--- config.mk ---
export PLATFORM = sky130hd
export DESIGN_NAME = z_req_encoder_16
export DESIGN_NICKNAME = d
export VERILOG_FILES = /design/src/rtl/z_req_encoder_16_pkg.sv /design/src/rtl/z_find_first_16.sv /design/src/rtl/z_req_encoder_16.sv
export SDC_FILE = /design/constraint.sdc
export NUM_CORES = 1
export LEC_CHECK = 0
export CAP_MARGIN = 20
export CORE_AREA = 4 4 60 62
export DETAILED_ROUTE_END_ITERATION = 10
export DIE_AREA = 0 0 64 66
export PLACE_DENSITY = 0.83
export SLEW_MARGIN = 30
export SYNTH_ARGS = -nofsm -noshare
export SYNTH_HDL_FRONTEND = slang
export SYNTH_HIERARCHICAL = 1
export SYNTH_SLANG_ARGS = --single-unit
--- constraint.sdc ---
create_clock -name clock -period 5.5 [get_ports clock]
set_input_delay 1.1 -clock clock [delete_from_list [all_inputs] [get_ports clock]]
set_output_delay 1.1 -clock clock [all_outputs]
set_load 0.03 [all_outputs]
--- src/rtl/z_req_encoder_16_pkg.sv ---
// Shared sizing and search-mode constants for the 16-line request encoder.
package z_req_encoder_16_pkg;

   localparam int Z_ENC_N     = 16;
   localparam int Z_ENC_W     = 4;
   localparam int Z_ENC_FIXED = 0;
   localparam int Z_ENC_RR    = 1;

   typedef logic [Z_ENC_N-1:0] req_vec_t;
   typedef logic [Z_ENC_W-1:0] req_idx_t;

endpackage

--- src/rtl/z_find_first_16.sv ---
// Combinational search: lowest set index at or above start, else the lowest set index overall.
module z_find_first_16
   import z_req_encoder_16_pkg::*;
(
   input  logic [Z_ENC_N-1:0] vec,
   input  logic [Z_ENC_W-1:0] start,
   output logic [Z_ENC_W-1:0] idx,
   output logic               found
);

   req_vec_t ge_start;
   req_vec_t upper;
   req_idx_t idx_hi;
   req_idx_t idx_lo;
   logic     found_hi;

   generate
      for (genvar gi = 0; gi < Z_ENC_N; gi++) begin : g_mask
         assign ge_start[gi] = (Z_ENC_W'(gi) >= start);
      end
   endgenerate

   assign upper = vec & ge_start;

   // Scan downward so the last hit written is the lowest index.
   always_comb begin
      idx_hi   = '0;
      idx_lo   = '0;
      found_hi = 1'b0;
      for (int i = Z_ENC_N - 1; i >= 0; i--) begin
         if (upper[i]) begin
            idx_hi   = req_idx_t'(i);
            found_hi = 1'b1;
         end
         if (vec[i]) begin
            idx_lo = req_idx_t'(i);
         end
      end
   end

   assign idx   = found_hi ? idx_hi : idx_lo;
   assign found = |vec;

endmodule

--- src/rtl/z_req_encoder_16.sv ---
// Captures request lines into a pending set and issues one index at a time over valid/ready.
module z_req_encoder_16
   import z_req_encoder_16_pkg::*;
#(
   parameter int RR = Z_ENC_FIXED
)
(
   input  logic               clock,
   input  logic               reset,
   input  logic [Z_ENC_N-1:0] req_in,
   input  logic               en,
   input  logic               out_ready,
   output logic               out_valid,
   output logic [Z_ENC_W-1:0] out_sel,
   output logic [Z_ENC_N-1:0] pending,
   output logic               busy
);

   req_vec_t pending_reg;
   req_vec_t pending_next;
   req_vec_t clr_mask;
   req_idx_t out_sel_reg;
   req_idx_t rr_ptr_reg;
   req_idx_t start_idx;
   req_idx_t found_idx;
   logic     out_valid_reg;
   logic     found;
   logic     load;

   // Search only the registered set; fresh requests wait one cycle.
   assign start_idx = (RR == Z_ENC_RR) ? rr_ptr_reg : '0;

   z_find_first_16 u_find (
      .vec   (pending_reg),
      .start (start_idx),
      .idx   (found_idx),
      .found (found)
   );

   assign load = en & found & (~out_valid_reg | out_ready);

   generate
      for (genvar gi = 0; gi < Z_ENC_N; gi++) begin : g_clr
         assign clr_mask[gi] = load & (found_idx == Z_ENC_W'(gi));
      end
   endgenerate

   // A request arriving on the bit being issued survives the clear.
   assign pending_next = (pending_reg & ~clr_mask) | req_in;

   always_ff @(posedge clock) begin
      if (reset) begin
         pending_reg   <= '0;
         out_sel_reg   <= '0;
         out_valid_reg <= 1'b0;
         rr_ptr_reg    <= '0;
      end else begin
         pending_reg <= pending_next;
         if (load) begin
            out_sel_reg   <= found_idx;
            out_valid_reg <= 1'b1;
            rr_ptr_reg    <= found_idx + req_idx_t'(1);
         end else if (out_valid_reg && out_ready) begin
            out_valid_reg <= 1'b0;
         end
      end
   end

   assign out_valid = out_valid_reg;
   assign out_sel   = out_sel_reg;
   assign pending   = pending_reg;
   assign busy      = (|pending_reg) | out_valid_reg;

endmodule
Yosys cells after proc, flatten, opt, wreduce, memory -nomap -nowiden. Cells that the tools add are included.

Reduce and logical (&&, ||, !) cells: 4. Eq/ne operators: 15. Muxes and demuxes: 18. Bitwise operators: 24.

Operator list (count): 4-bit two-way mux (16); 4-bit equality test (second input constant) (8); 1-bit AND (18); 16-bit AND (1); 4-bit by 3-bit equality test with 1-bit output (second input constant) (4); 16-bit NOT (1); 16-bit bitwise OR (1); 16-bit OR reduction (1); 4-bit by 2-bit equality test with 1-bit output (second input constant) (2); 4-bit by 1-bit equality test with 1-bit output (second input constant) (1); 4-bit zero test (1); 1-bit two-way mux (2); 1-bit bitwise OR (2); 2-bit nonzero test (1); 1-bit logical AND (1); 1-bit NOT (1).

Output and inout bits: 22. Flip-flop bits (word level): 21. Input bits: 20.

Longest topological paths before layout. Gate-level depths: netlist of the first run.

Depth in word-level cells: 21. Gate-level depth with buffers: 10. Gate-level depth less buffers: 8.

Modules after synthesis. The synthesis of the first run kept the hierarchy.

By module, submodules not included: z_req_encoder_16 (cells an instance 104, area each 912.1 um2, seq. area each 420.4 um2, times used 1); z_find_first_16 (cells an instance 101, area each 633.1 um2, seq. area each 0.0 um2, times used 1).

Least setup slack after synthesis of the first run. OpenSTA, ideal clock, no wires.

Kind: reg-to-output. Start point: reg pending_reg[5], in the netlist pending[5]. End point: out busy. Slack: 2.970 ns. Cell stages (with the launch flop): 4. Arrival time: 1.430 ns. Cells stage by stage: dfxtp_1 -> nor4_1 -> nand4_1 -> or4_1.

Longest elaborated chain between the ends: 2.

Ends and longest elaborated chain: start: declaration (RTL line z_req_encoder_16.sv:19) `req_vec_t pending_reg;`; start signal: assignment (RTL line z_req_encoder_16.sv:58) `pending_reg <= pending_next;`; 16-bit OR reduction (RTL line z_req_encoder_16.sv:72) `assign busy = (|pending_reg) | out_valid_reg;`; 1-bit bitwise OR (RTL line z_req_encoder_16.sv:72); end: declaration (RTL line z_req_encoder_16.sv:16) `output logic busy`.

Every way passes these cells.

Final worst setup path of the first run. Ends and elaborated chain as after synthesis.

==> results.md, run 1 <==
- Number of remaining DRC errors: 0
- # IOs: 42
- H-Tree Level Count: 1
- Clock edge transition at the registers on the reported setup and hold paths: 0.11 ns
- Number of cells produced by synthesis: 205
- Die width: 64 µm
- Total congestion overflow: 0
- Via count of the first global-routing pass: 1583
- Final Hold Slack: 0.493 ns
- Net count reported at finish: 286
- Met3 usage: 0.0289
- Hold depth: 2
- Floorplan die area: 4220 µm²
- WS Path Type: reg2out
- Largest cells by area after synthesis: dfxtp_1 27%, nor2_1 9.7%, a211oi_1 8.3%, a21oi_1 4.5%, o21ai_0 4.2%
- Most frequent standard cell in the layout excluding fill and tap cells: clkdlybuf4s50_1
- Unique cell type count in the Yosys netlist: 53
- Async set-or-reset flop fraction in the synthesized netlist: 0
- Peak ir drop on the vdd network: 0.152 mV
- Number of buffers created by CTS: 3
- Result of the run: complete, no violations
- Met1 usage in global routing: 0.262
- Starting density of the core: 0.510
- Clock Tree Root: clkbuf_4
- Number of flip-flops in the largest register: 16
- Endpoints failing hold: 0
- Standby leakage power: 0.749 nW
- Final Wtd Congestion: 0.922
- Maximum number of pins on one net before global-route repair: 22
- Routed wire length per instance: 14.5 µm
- Portion of synthesized cell area occupied by the leading cell type: 0.272
- Worst reg2reg path depth: 8
- CP arrival: 2.23 ns
- Number of synthesized register bits: 21
- Clock period minus final worst setup slack: 3.33 ns
- Worst setup skew after layout: 0.00499 ns
- Final Cycle Share: 0.605
- Syn. warnings: 6
- # diodes: 0
- Setup TNS Final: 0 ns
- Number of buffers inserted for hold repair after clock tree synthesis: 0
- Number of antenna violations at the first check in global routing: 0
- Fraction of layout cells with a size suffix above 1: 0.0566
- TritonCTS sink count: 21
- Number of enable-type register cells in the synthesized netlist: 0
- Clk network pwr share: 0.162
- Max-slew headroom at the worst pin: 0.403
- Number of max-cap violations: 0
- Max Clock Freq: 0.301 GHz
- Routed vias: 1769
- Area Growth Syn to Fin: 34.9%
- Met2 track utilization from global routing: 0.360
- Mean instance size in the synthesized netlist: 7.54 µm²
- Clock Tree Buf Depth: 2
- Type of element capturing the critical path: primary output
- Pre-CTS setup slack: 2.53 ns
- Combined global-route utilization of all metal layers: 0.212
- Post-route ant nets: 0
- First-pass iteration count of the detailed router: 4
- DP HPWL: 3.52 mm
- Slew of the pin with the lowest slew margin: 0.894 ns
- Worst skew pair latency: 0.30 ns
- Core region area: 3030 µm²
- Post-cts gate resize count: 0
- Count of standard-cell rows: 20
- Sequential share of power: 0.413
- Mapped Area: 1550 µm²
- Library cell with the largest summed area after synthesis: dfxtp_1
- HP Class: reg2reg
- Setup repair bufs after CTS: 0
- Count of buffers from port buffering: 41
- Endpoint required time on the critical path: 4.40 ns
- Setup repair after global routing missed its margin: false
- Worst-path fanout max: 11
- Utilization after layout: 0.688
- Wire length of the first global-routing pass: 7.17 mm
- Prevailing post-synth register cell: dfxtp_1
- Startpoint type of the worst setup path: flip-flop
- Final WS setup: 2.17 ns
- CTS tree: done
- Setup violation total in the final timing report: 0
- Peak-usage layer in the global routing report: met2
- Power density normalized to cell area: 218 nW/µm²
- Share of synthesized area occupied by flip-flops and latches: 0.272
- Detailed-route wire length: 4.49 mm
- Internal: 275 µW
- Commonest cells after routing, fill and taps aside: 41 x clkdlybuf4s50_1, 40 x nor2_1, 24 x conb_1, 21 x dfxtp_1, 17 x a211oi_1
- Mean number of vias per cell: 5.72
- Logic gate share of total power: 0.425
- Switching power summed over all nets: 180 µW
- Height of the die: 66 µm
- First-iteration detailed-routing DRC count: 132
- Switching share of total power: 0.395
- Number of pins exceeding their max-slew limit in the final report: 0
[Yosys cell counts, types with 2 or more instances]
| cell | number |
|---|---|
| a21boi_0 | 3 |
| o21ai_0 | 13 |
| a21oi_1 | 14 |
| a31oi_1 | 2 |
| buf_2 | 4 |
| nor2b_1 | 4 |
| a21boi_1 | 2 |
| nor4b_4 | 2 |
| nand3_1 | 4 |
| nor2_1 | 40 |
| nand2b_1 | 6 |
| clkbuf_1 | 2 |
| o21ai_1 | 3 |
| dfxtp_1 | 21 |
| nor3_1 | 8 |
| nand2_1 | 6 |
| nand4_1 | 6 |
| nor4_1 | 5 |
| inv_1 | 7 |
| a211oi_1 | 17 |
| o31ai_1 | 2 |
| o211ai_1 | 3 |
[path summary, 6_finish.rpt]
check	slack, ns	to	start
worst min-delay path	0.49	out_sel[2]$_SDFFE_PP0P_	out_sel[2]$_SDFFE_PP0P_
worst max register to register	3.05	pending[6]$_SDFF_PP0_	pending[7]$_SDFF_PP0_
worst min register to register	0.49	out_sel[2]$_SDFFE_PP0P_	out_sel[2]$_SDFFE_PP0P_
worst max-delay path	2.17	busy	pending[5]$_SDFF_PP0_
[per-layer routing]
| metal | share of wire | routed length [µm] | vias up |
|---|---|---|---|
| met5 | 0 | 0 | - |
| met1 | 0.44 | 1980 | 804 |
| li1 | - | - | 876 |
| met3 | 0.062 | 278 | 12 |
| met2 | 0.47 | 2120 | 77 |
| met4 | 0.026 | 116 | 0 |
[cell families after synthesis]
kind of cell           after synthesis  synth area share
AO/OA/AOI/OAI                       74             0.330
other                                1           0.00243
AND/OR/NAND/NOR                     94             0.349
flip-flops                          21             0.272
buffers and inverters               15            0.0470
[stage by stage]
step / instance area [µm²] / instances / total power [mW]
after CTS: 2080 / 309 / 0.452
final: 2080 / 309 / 0.454
after floorplan: 1630 / 228 / 0.314
after global placement: 2050 / 305 / 0.377
after detailed placement: 2050 / 305 / 0.378
after global routing: 2080 / 309 / 0.480
[critical path: stages (launching register included)]
cell and delay, ns:
dfxtp_1 0.43, nor4_1 0.30, nand4_1 0.16, or4_1 0.42, clkdlybuf4s50_1 0.62
[cell type report]
cell class / instances / area (µm²)
clock buffer: 4 / 26.3
multi-input combinational: 192 / 1150
timing repair buffer: 41 / 410
fill: 262 / 943
inverter: 7 / 26.3
sequential: 21 / 420
tap: 44 / 55.1
[power by group through the flow]
stage / clock network (mW) / registers [mW] / logic (mW)
3_5_place_dp: 0 / 0.191 / 0.188
2_1_floorplan: 0 / 0.210 / 0.104
6_report: 0.0736 / 0.188 / 0.193
3_3_place_gp: 0 / 0.189 / 0.188
5_1_grt: 0.0812 / 0.190 / 0.209
4_1_cts: 0.0765 / 0.187 / 0.189
No activity file was read; power rests on OpenSTA's default activity.
==> run 2: changes to the inputs <==
CORE_AREA = 4 4 62 64   (was 4 4 60 62)
DIE_AREA = 0 0 66 68   (was 0 0 64 66)
PLACE_DENSITY = 0.78   (was 0.83)
clock period = 3.35 ns   (was 5.5 ns; I/O delays follow)
==> run 2 against run 1 <==
  * Via count shrank 1.8%
  * Clock power grew 60%
  * Total power grew 63%
  * Critical path depth is the same
  * Largest cell class unchanged
  * Critical endpoint unchanged
  * Register-to-register slack lost 2.1 ns
  * Largest power group unchanged
  * Highest routed layer unchanged
==> results.md, run 2 (synthesis gave the netlist of run 1 again) <==
- Worst setup skew after layout: 0.00294 ns (-0.00205 ns)
- Power density normalized to cell area: 354 nW/µm² (+62%)
- WS Path Type: reg2out
- Net count reported at finish: 288 (+0.70%)
- Number of max-cap violations: 0 (unchanged)
- Clock period minus final worst setup slack: 2.89 ns
- Max-slew headroom at the worst pin: 0.480 (+0.0773)
- Final WS setup: 0.463 ns (-1.71 ns)
- H-Tree Level Count: 1 (unchanged)
- Core region area: 3280 µm² (+8.5%)
- # IOs: 42 (unchanged)
- Type of element capturing the critical path: primary output
- Detailed-route wire length: 4.38 mm (-2.4%)
- Combined global-route utilization of all metal layers: 0.207 (-0.00590)
- Pre-CTS setup slack: 0.808 ns (-1.72 ns)
- Setup TNS Final: 0 ns (unchanged)
- Number of buffers created by CTS: 3 (unchanged)
- Post-cts gate resize count: 0 (unchanged)
- Worst skew pair latency: 0.29 ns (about the same)
- # diodes: 0 (unchanged)
- First-pass iteration count of the detailed router: 4 (unchanged)
- Commonest cells after routing, fill and taps aside: 41 x clkdlybuf4s50_1, 40 x nor2_1, 24 x conb_1, 21 x dfxtp_1, 17 x a211oi_1
- Clock Tree Root: clkbuf_4
- Met3 usage: 0.0246 (-0.00428)
- Count of standard-cell rows: 21 (+5.0%)
- Cell family with the largest share of critical-path delay: simple AND/OR/NAND/NOR gates
- CP arrival: 2.22 ns (about the same)
- Endpoint required time on the critical path: 2.68 ns (-1.72 ns)
- Most frequent standard cell in the layout excluding fill and tap cells: clkdlybuf4s50_1
- Via count of the first global-routing pass: 1592 (+0.57%)
- Area Growth Syn to Fin: 35.5%
- Die width: 66 µm (+3.1%)
- Number of pins exceeding their max-slew limit in the final report: 0 (unchanged)
- Final Wtd Congestion: 0.905 (-1.8%)
- Standby leakage power: 0.758 nW (+1.1%)
- Starting density of the core: 0.470 (-0.0399)
- Setup repair bufs after CTS: 0 (unchanged)
- Routed wire length per instance: 14.0 µm (-3.7%)
- Placement-stage cell area: 2070 µm² (+0.85%)
- Slew of the pin with the lowest slew margin: 0.777 ns (-0.117 ns)
- Floorplan die area: 4490 µm² (+6.3%)
- Height of the die: 68 µm (+3.0%)
- Number of flip-flops in the largest register: 16 (unchanged)
- Clock Tree Buf Depth: 2 (unchanged)
- Clock edge transition at the registers on the reported setup and hold paths: 0.11 ns (about the same)
- Number of antenna violations at the first check in global routing: 0 (unchanged)
- Total congestion overflow: 0 (unchanged)
- Max Clock Freq: 0.346 GHz
- HP Class: reg2reg
- Post-route non-filler standard cell count: 313 (+1.3%)
- Filler Cell Count: 316 (+21%)
- Number of remaining DRC errors: 0 (unchanged)
- Multi-input gate area in the final layout: 1140 µm² (-0.66%)
- Worst-path fanout max: 11 (unchanged)
- Post-route ant nets: 0 (unchanged)
- Largest stage delay, worst path: 0.61 ns (about the same)
- Result of the run: complete, no violations
- Finished Cell Area: 2090 µm² (+0.48%)
- DP HPWL: 3.42 mm (-2.8%)
- CTS tree: done
- Setup repair after global routing missed its margin: false
- Met1 usage in global routing: 0.260 (-0.00169)
- Peak-usage layer in the global routing report: met2
- Final Cycle Share: 0.862
- Number of buffers inserted for hold repair after clock tree synthesis: 0 (unchanged)
- Crit path buf inv count: 1 (unchanged)
- Routed vias: 1737 (-1.8%)
- Cell with the largest stage delay on the worst path: clkdlybuf4s50_1
- Utilization after layout: 0.638 (-0.0507)
- Met2 track utilization from global routing: 0.357 (-0.00330)
- Count of buffers from port buffering: 41 (unchanged)
- Maximum number of pins on one net before global-route repair: 22 (unchanged)
- Startpoint type of the worst setup path: flip-flop
- Area of all sequential standard cells: 420 µm² (unchanged)
- Fraction of layout cells with a size suffix above 1: 0.0599 (+0.00332)
- Placed Cells incl. Taps: 309 (+1.3%)
- First-iteration detailed-routing DRC count: 187 (+42%)
- Wire length of the first global-routing pass: 7.31 mm (+2.0%)
- Peak ir drop on the vdd network: 0.256 mV (+68%)
- Setup violation total in the final timing report: 0 (unchanged)
- Mean number of vias per cell: 5.55 (-3.1%)
- TritonCTS sink count: 21 (unchanged)
- CP Cell Sequence: nor4_1 -> nand4_1 -> or4_1 -> clkdlybuf4s50_1
- Endpoints failing hold: 0 (unchanged)
[run 2: cell count changes in the layout (fill, tap and decap cells not counted)]
cell,before,now
buf_4,0,2
o32ai_2,1,0
o32ai_1,0,1
[run 2: worst register-to-register path, stage by stage, from the launching register on]
cell,delay [ns]
dfxtp_1,0.54
nor3_1,0.11
a311oi_1,0.32
o21ai_0,0.14
a211oi_1,0.24
o32a_1,0.37
nand2b_1,0.29
nor2_1,0.06
a211oi_1,0.23
[run 2: layout make-up]
cell class	instances	share of cell area
tap	46	0.0275
timing repair buffer	43	0.203
inverter	7	0.0125
sequential	21	0.201
clock buffer	4	0.0125
multi-input combinational	192	0.544
[run 2: metal layers]
layer  vias up  part of all wire
met5         -                 0
met4         0             0.022
met3         8             0.042
met2        50              0.48
met1       800              0.46
li1        879                 -
[run 2: worst paths after layout]
check,from,to,slack [ns],depth (start not counted)
worst min register to register,out_sel[1]$_SDFFE_PP0P_,out_sel[1]$_SDFFE_PP0P_,0.49,2
worst max-delay path,pending[5]$_SDFF_PP0_,busy,0.46,4
worst max register to register,pending[5]$_SDFF_PP0_,pending[2]$_SDFF_PP0_,0.97,8
worst min-delay path,out_sel[1]$_SDFFE_PP0P_,out_sel[1]$_SDFFE_PP0P_,0.49,2
[run 2: stage by stage]
| step | hold slack [ns] | total power, mW |
|---|---|---|
| finish | 0.487 | 0.742 |
| global route | 0.509 | 0.789 |
| CTS | 0.493 | 0.743 |
| detailed placement | 0.470 | 0.625 |
| global placement | 0.469 | 0.623 |
| floorplan | 0.607 | 0.515 |
[run 2: power by group]
group          leakage, nW  internal (mW)  total (mW)  switching [mW]
Sequential           0.175          0.271       0.308          0.0365
Clock               0.0150         0.0463       0.118          0.0712
Combinational        0.567          0.136       0.317           0.181
Total                0.758          0.453       0.742           0.288
